`src/rtl/obi_bus_arbiter.sv`:
```
// rtl/obi_bus_arbiter.sv - single-outstanding OBI arbiter/sequencer for CV32E40X instr and data ports
// Optional external-access timeout and error response: define OBI_ARB_TIMEOUT_EN.
module obi_bus_arbiter #(
  parameter int unsigned ADDR_WIDTH     = 32,
  parameter int unsigned EXT_SEL_BIT    = 22,
  parameter int unsigned STARVE_LIMIT   = 4,
  parameter int unsigned TIMEOUT_CYCLES = 256
) (
  input  logic                  clk_i,
  input  logic                  rst_ni,
  input  logic                  instr_req_i,
  output logic                  instr_gnt_o,
  output logic                  instr_rvalid_o,
  input  logic [ADDR_WIDTH-1:0] instr_addr_i,
  output logic [31:0]           instr_rdata_o,
  input  logic                  data_req_i,
  output logic                  data_gnt_o,
  output logic                  data_rvalid_o,
  input  logic [ADDR_WIDTH-1:0] data_addr_i,
  input  logic                  data_we_i,
  input  logic [3:0]            data_be_i,
  input  logic [31:0]           data_wdata_i,
  output logic [31:0]           data_rdata_o,
  output logic [ADDR_WIDTH-1:0] bus_addr_o,
  output logic                  bus_we_o,
  output logic [3:0]            bus_be_o,
  output logic [31:0]           bus_wdata_o,
  output logic                  int_req_o,
  input  logic [31:0]           int_rdata_i,
  output logic                  ext_req_o,
  input  logic                  ext_gnt_i,
  input  logic                  ext_rvalid_i,
  input  logic [31:0]           ext_rdata_i,
  output logic                  bus_err_o,
  output logic [ADDR_WIDTH-1:0] err_addr_o
);

  typedef enum logic [2:0] {IDLE, INT_RSP, EXT_GNT, EXT_RSP, ERR_RSP} state_e;

  localparam logic [3:0] STARVE_LIM = 4'(STARVE_LIMIT);

  state_e     state_q, state_d;
  logic       owner_instr_q, owner_instr_d;
  logic [3:0] starve_cnt_q, starve_cnt_d;

  logic        sel_instr, mux_instr, any_req, tmo;
  logic        gnt, rvalid;
  logic [31:0] rdata;

  always_comb begin
    any_req   = instr_req_i | data_req_i;
    sel_instr = instr_req_i & (~data_req_i | (starve_cnt_q == STARVE_LIM));
    mux_instr = (state_q == IDLE) ? sel_instr : owner_instr_q;
  end

  assign bus_addr_o  = mux_instr ? instr_addr_i : data_addr_i;
  assign bus_we_o    = mux_instr ? 1'b0 : data_we_i;
  assign bus_be_o    = mux_instr ? 4'hF : data_be_i;
  assign bus_wdata_o = mux_instr ? 32'h0 : data_wdata_i;

`ifdef OBI_ARB_TIMEOUT_EN
  localparam int unsigned TW = (TIMEOUT_CYCLES > 2) ? $clog2(TIMEOUT_CYCLES) : 1;

  logic [TW-1:0]         tmo_cnt_q, tmo_cnt_d;
  logic [ADDR_WIDTH-1:0] err_addr_q, err_addr_d;

  assign tmo = ((state_q == EXT_GNT) || (state_q == EXT_RSP)) &&
               (tmo_cnt_q == TW'(TIMEOUT_CYCLES - 1));
  assign bus_err_o  = (state_q == ERR_RSP);
  assign err_addr_o = err_addr_q;
`else
  assign tmo        = 1'b0;
  assign bus_err_o  = 1'b0;
  assign err_addr_o = '0;
`endif

  always_comb begin
    state_d       = state_q;
    owner_instr_d = owner_instr_q;
    starve_cnt_d  = starve_cnt_q;
    gnt           = 1'b0;
    rvalid        = 1'b0;
    rdata         = 32'h0;
    int_req_o     = 1'b0;
    ext_req_o     = 1'b0;
    case (state_q)
      IDLE: begin
        if (any_req && rst_ni) begin
          owner_instr_d = sel_instr;
          if (sel_instr) begin
            starve_cnt_d = 4'h0;
          end else if (instr_req_i && (starve_cnt_q != STARVE_LIM)) begin
            starve_cnt_d = starve_cnt_q + 4'h1;
          end
          // Internal RAM grants immediately; external waits for the bridge.
          if (!bus_addr_o[EXT_SEL_BIT]) begin
            gnt       = 1'b1;
            int_req_o = 1'b1;
            state_d   = INT_RSP;
          end else begin
            state_d = EXT_GNT;
          end
        end
      end
      INT_RSP: begin
        rvalid  = 1'b1;
        rdata   = int_rdata_i;
        state_d = IDLE;
      end
      EXT_GNT: begin
        if (tmo) begin
          gnt     = 1'b1;
          state_d = ERR_RSP;
        end else begin
          ext_req_o = 1'b1;
          gnt       = ext_gnt_i;
          if (ext_gnt_i) state_d = EXT_RSP;
        end
      end
      EXT_RSP: begin
        if (tmo) begin
          state_d = ERR_RSP;
        end else begin
          rvalid = ext_rvalid_i;
          rdata  = ext_rvalid_i ? ext_rdata_i : 32'h0;
          if (ext_rvalid_i) state_d = IDLE;
        end
      end
`ifdef OBI_ARB_TIMEOUT_EN
      ERR_RSP: begin
        rvalid  = 1'b1;
        state_d = IDLE;
      end
`endif
      default: state_d = IDLE;
    endcase
  end

`ifdef OBI_ARB_TIMEOUT_EN
  always_comb begin
    tmo_cnt_d = '0;
    if ((state_d == state_q) && ((state_q == EXT_GNT) || (state_q == EXT_RSP))) begin
      tmo_cnt_d = tmo_cnt_q + 1'b1;
    end
    err_addr_d = err_addr_q;
    if ((state_d == ERR_RSP) && (state_q != ERR_RSP)) err_addr_d = bus_addr_o;
  end
`endif

  assign instr_gnt_o    = gnt & mux_instr;
  assign data_gnt_o     = gnt & ~mux_instr;
  assign instr_rvalid_o = rvalid & mux_instr;
  assign data_rvalid_o  = rvalid & ~mux_instr;
  assign instr_rdata_o  = instr_rvalid_o ? rdata : 32'h0;
  assign data_rdata_o   = data_rvalid_o ? rdata : 32'h0;

  always_ff @(posedge clk_i) begin
    if (!rst_ni) begin
      state_q       <= IDLE;
      owner_instr_q <= 1'b0;
      starve_cnt_q  <= 4'h0;
`ifdef OBI_ARB_TIMEOUT_EN
      tmo_cnt_q     <= '0;
      err_addr_q    <= '0;
`endif
    end else begin
      state_q       <= state_d;
      owner_instr_q <= owner_instr_d;
      starve_cnt_q  <= starve_cnt_d;
`ifdef OBI_ARB_TIMEOUT_EN
      tmo_cnt_q     <= tmo_cnt_d;
      err_addr_q    <= err_addr_d;
`endif
    end
  end

endmodule

```
`config.mk`:
```
export PLATFORM = sky130hd
export DESIGN_NAME = obi_bus_arbiter
export DESIGN_NICKNAME = d
export VERILOG_FILES = /design/src/rtl/obi_bus_arbiter.sv
export SDC_FILE = /design/constraint.sdc
export NUM_CORES = 1
export LEC_CHECK = 0
export BUFFER_PORTS_ARGS = -buffer_cell sky130_fd_sc_hd__buf_2
export CORE_AREA = 2 2 133 135
export DETAILED_ROUTE_END_ITERATION = 12
export DIE_AREA = 0 0 135 137
export GPL_TIMING_DRIVEN = 1
export PLACE_DENSITY_LB_ADDON = 0.3
export SLEW_MARGIN = 25
export SYNTH_ARGS = -nofsm -noshare
export SYNTH_HDL_FRONTEND = slang
export SYNTH_SLANG_ARGS = --single-unit
```
`constraint.sdc`:
```
create_clock -name clk_i -period 2.37 [get_ports clk_i]
set_input_delay 0.237 -clock clk_i [delete_from_list [all_inputs] [get_ports clk_i]]
set_output_delay 0.237 -clock clk_i [all_outputs]
set_load 0.02 [all_outputs]
```
[Word level (Yosys, flattened, before mapping)]
Cells that the tools add are included.
Word-level totals
  logic and storage cells: 50
  output and inout bits: 172
  input port bits: 171
  bits in registers: 8
Operators by class
  bitwise logic cells: 9
  eq/ne operators: 8
  multiplexer cells: 22
  add/subtract/negate cells: 1
  reduce and logical (&&, ||, !) cells: 7
Operator list (count)
  32-bit 2-to-1 mux: 5
  32-bit case mux with 2 select lines: 1
  4-bit 2-to-1 mux: 3
  3-bit 2-to-1 mux: 3
  3-bit case mux with 3 select lines: 1
  3-bit by 2-bit == test with 1-bit output (second input constant): 2
  1-bit 2-to-1 mux: 6
  3-bit AND reduction: 2
  1-bit bitwise AND: 5
  4-bit by 1-bit adder with 4-bit output (second input constant): 1
  4-bit by 3-bit == test with 1-bit output (second input constant): 1
  2-bit inequality test (second input constant): 2
  4-bit by 3-bit inequality test with 1-bit output (second input constant): 1
  1-bit case mux with 2 select lines: 2
  3-bit by 1-bit == test with 1-bit output (second input constant): 1
  3-bit zero test: 1
  1-bit logical AND: 2
  2-bit 2-to-1 mux: 1
  2-bit by 1-bit inequality test with 1-bit output (second input constant): 1
  1-bit NOT: 2
  1-bit bitwise OR: 2
  2-bit AND reduction: 1
  2-bit nonzero test: 1

[Longest topological paths before layout]
  word-level depth: 9
  gate-level depth with buffers: 6
  depth with buffers taken out: 6

[Worst setup path before layout]
No wires, ideal clock.
  path type: register to output
  start point: register state_q[0]
  end point: output int_req_o
  setup slack: 0.125 ns
  arrival time: 2.008 ns
  data required time: 2.133 ns
  stages on the path, launching flop included: 7
  path buffers: 2
  path through: dfxtp_1 > buf_2 > or3b_1 > clkbuf_1 > a32oi_4 > mux2_2 > nor2_1
Between the ends
  word-level cells in the longest chain between the ends: 6
RTL lines
  start: declaration: line 42  | state_e state_q, state_d;
  start signal: assignment: line 167  | state_q <= state_d;
  3-bit zero test: line 53  | mux_instr = (state_q == IDLE) ? sel_instr : owner_instr_q;
  1-bit 2-to-1 mux: line 53
  32-bit 2-to-1 mux: line 56  | assign bus_addr_o = mux_instr ? instr_addr_i : data_addr_i;
  via bus_addr_o[22]: line 24  | output logic [ADDR_WIDTH-1:0] bus_addr_o,
  1-bit 2-to-1 mux: line 96  | if (!bus_addr_o[EXT_SEL_BIT]) begin
  1-bit 2-to-1 mux: line 88  | if (any_req && rst_ni) begin
  1-bit 2-to-1 mux: line 86  | case (state_q)
  end: declaration: line 28  | output logic int_req_o,
The timed path passes the listed nets, and every way through them passes these cells.

[Worst setup path in the final report]
  start point: register state_q[1]
  end point: output bus_addr_o[17]
Between the ends
  word-level cells in the longest chain between the ends: 3
RTL lines (line)
  3-bit zero test: 53
  1-bit 2-to-1 mux: 53
  32-bit 2-to-1 mux: 56
  end: declaration: 24
No other way between the ends.

==> flow_summary.json <==
{
  "intPower_mw": 0.770,
  "final_area_sq_um": 3820,
  "layout_commonest_cell": "buf_2",
  "switching_power_mw": 0.689,
  "clockPowerShare_pct": 20.1,
  "drv_slew": 0,
  "clkSlewWorstSetupHoldPaths_ns": 0.04,
  "total_leakage_power_nw": 2.06,
  "synth_fa_ha_area_share_pct": 1.29,
  "hold_viol": 0,
  "port_buffers": 309,
  "hpwl_mm": 9.53,
  "postSynth.asyncResetShare_pct": 0,
  "synth_cells": 288,
  "insertion_delay_ns": 0.23,
  "critPathCaptureType": "output pin",
  "crit_path_start_kind": "register",
  "drive_above_1_share_pct": 57.8,
  "final_util_pct": 22.4,
  "h-tree-depth": 1,
  "power_frac_seq_pct": 9.3,
  "drt_iter0_drc": 98,
  "cap_violations": 0,
  "synth-edff-count": 0,
  "synth_ff_type": "dfxtp_1",
  "met1_length_mm": 5.37,
  "grt_max_degree": 34,
  "fmax_ghz": 0.440,
  "max_slew_margin_pct": 47.9,
  "yosysSeqAreaShare_pct": 7.22,
  "dp_cells": 807,
  "syn_area_per_cell_sq_um": 6.74,
  "gp_congestion": 0.865,
  "p_sw_share_pct": 47.2,
  "die_w_microns": 135,
  "drc": 0,
  "core_sq_um": 17100,
  "first_pass_iters": 4,
  "synth_top_family_by_area": "simple AND/OR/NAND/NOR gates",
  "post-route-min-period_ns": 2.27,
  "worstMarginPinSlew_ns": 0.778,
  "wl_met2_mm": 5.23,
  "die_area_sq_um": 18500,
  "track_usage_pct": 10.8,
  "rows": 48,
  "status": "finished clean",
  "reg2regPathDepth": 5,
  "mostFrequentLayoutCells": "buf_2, nor2_1, nor2b_1",
  "clock-sinks": 7,
  "post_drt_wl_per_cell_microns": 13.9,
  "synth_cell_type_count": 34,
  "hold_start": "instr_addr_i[22]",
  "vias": 3029,
  "synth-seq-cells": 7,
  "totalWireLength_mm": 11.4,
  "synthMuxAreaShare_pct": 19.1,
  "cts_tree": "done",
  "synth_compound_area_share_pct": 19.5,
  "grt-ovfl-total": 0,
  "detail-route-antenna-nets": 0,
  "start_util_pct": 11.4,
  "holdWs_ns": 0.292,
  "finClkSkew_ns": 0.00144,
  "cellPowerDensity_nw_per_um2": 382,
  "wl_met3_microns": 697,
  "ioPinCount": 343,
  "min_to": "state_q[0]",
  "ctsRootBufferMaster": "clkbuf_16",
  "finalCritPeriodShare_pct": 96.0,
  "r2r-end": "state_q[0]",
  "arrival_ns": 2.04,
  "die_h_microns": 137,
  "place_area_sq_um": 3610,
  "hp-class": "in2reg",
  "fin_cells": 819,
  "synth-simple-area-share_pct": 32.0,
  "r2r_start": "state_q[0]",
  "area_growth_pct": 96.5,
  "ys_warn_count": 0,
  "grt_setup_unrepaired": "false",
  "cp.required_ns": 2.13,
  "grt_pass1_vias": 2624,
  "setup_viol": 0,
  "crit_fanout": 7,
  "clock_path_buffers": 2,
  "cts_made_buffers": 3,
  "combPwrFrac_pct": 70.6,
  "syn_area_sq_um": 1940,
  "synthXorXnorAreaFrac_pct": 0,
  "grt_pass1_wl_mm": 15.5,
  "ir_worst_vdd_v": 0.000307,
  "critical_path_class": "reg2out",
  "via_per_inst": 3.70,
  "ff2ff_setup_slack_ns": 0.64,
  "grt_antenna_before_repair": 3,
  "nets": 767,
  "top_layer": "met5",
  "min_path_cells": 2
}
[flip-flops by register name, indices dropped and copies added, names as in the netlist]
signal         cells
owner_instr_q      1
starve_cnt_q       4
state_q            2
[worst max path at each step]
| stage | startpoint | end | slack [ns] | cells after the start |
|---|---|---|---|---|
| after floorplan | state_q[0] | int_req_o | 0.12 | 6 |
| after global placement | state_q[1] | bus_addr_o[5] | 0.21 | 5 |
| after detailed placement | state_q[1] | bus_addr_o[5] | 0.17 | 5 |
| after CTS | starve_cnt_q[0] | bus_addr_o[17] | -0.03 | 8 |
| after global routing | state_q[0] | bus_wdata_o[18] | 0.0008 | 8 |
| final | state_q[1] | bus_addr_o[17] | 0.1 | 6 |
[area by class of cell]
class,count,area (sq um)
inverters,9,33.8
diodes,1,2.50
multi-input cells,248,1530
flip-flops and latches,7,144
well taps,225,282
fillers,1983,13200
clock buffers,4,78.8
repair buffers,325,1750
[per-layer routing]
layer	track usage, %	up-vias
li1	-	1522
met1	16.0	1361
met2	16.6	134
met3	2.07	8
met4	1.04	4
met5	0	-
[worst max-delay path, stage by stage (launching register included)]
cell	delay, ns
dfxtp_2	0.34
or3b_4	0.42
a32oi_4	0.23
buf_6	0.19
buf_16	0.14
mux2_1	0.32
buf_4	0.16
[cell usage after synthesis, types with 4 or more instances]
master | instances | area share (%)
a22oi_1 | 32 | 12
buf_4 | 33 | 13
buf_6 | 4 | 2.3
clkbuf_1 | 15 | 2.9
dfxtp_1 | 7 | 7.2
inv_1 | 9 | 1.7
mux2_1 | 30 | 17
nand2_1 | 7 | 1.4
nand3_1 | 5 | 1.3
nor2_1 | 70 | 14
nor2b_1 | 36 | 12
o21ai_0 | 4 | 1.0
or2_2 | 4 | 1.3
[power groups by stage]
stage                     registers [mW]  logic, mW  clock network (mW)
final                              0.135       1.03               0.293
after global routing               0.137       1.10               0.308
after CTS                          0.134      0.997               0.296
after detailed placement           0.136      0.957                   0
after global placement             0.135      0.962                   0
after floorplan                    0.133      0.631                   0
[kinds of logic after synthesis]
group	after synthesis
buf+inv	65
compound gates	50
simple gates	130
fa+ha+maj	2
mux	33
flops	7
other cells	1
[through the flow]
stage | power (mW) | setup TNS [ns] | worst slack, ns
2_1_floorplan | 0.764 | 0 | 0.125
3_3_place_gp | 1.10 | 0 | 0.211
3_5_place_dp | 1.09 | 0 | 0.174
4_1_cts | 1.43 | -0.131 | -0.0275
5_1_grt | 1.55 | 0 | 0.000764
6_report | 1.46 | 0 | 0.0954
[what timing repair did]
| item | CTS | global route |
|---|---|---|
| hold buffers | 0 | 0 |
| setup buffers | 3 | 1 |
| pin swaps | 1 | 1 |
| endpoints found under the setup margin | 31 | 16 |
| resized for setup | 2 | 8 |
| cloned | 1 | 2 |
Note: power is estimated with default switching activity, not from simulation.
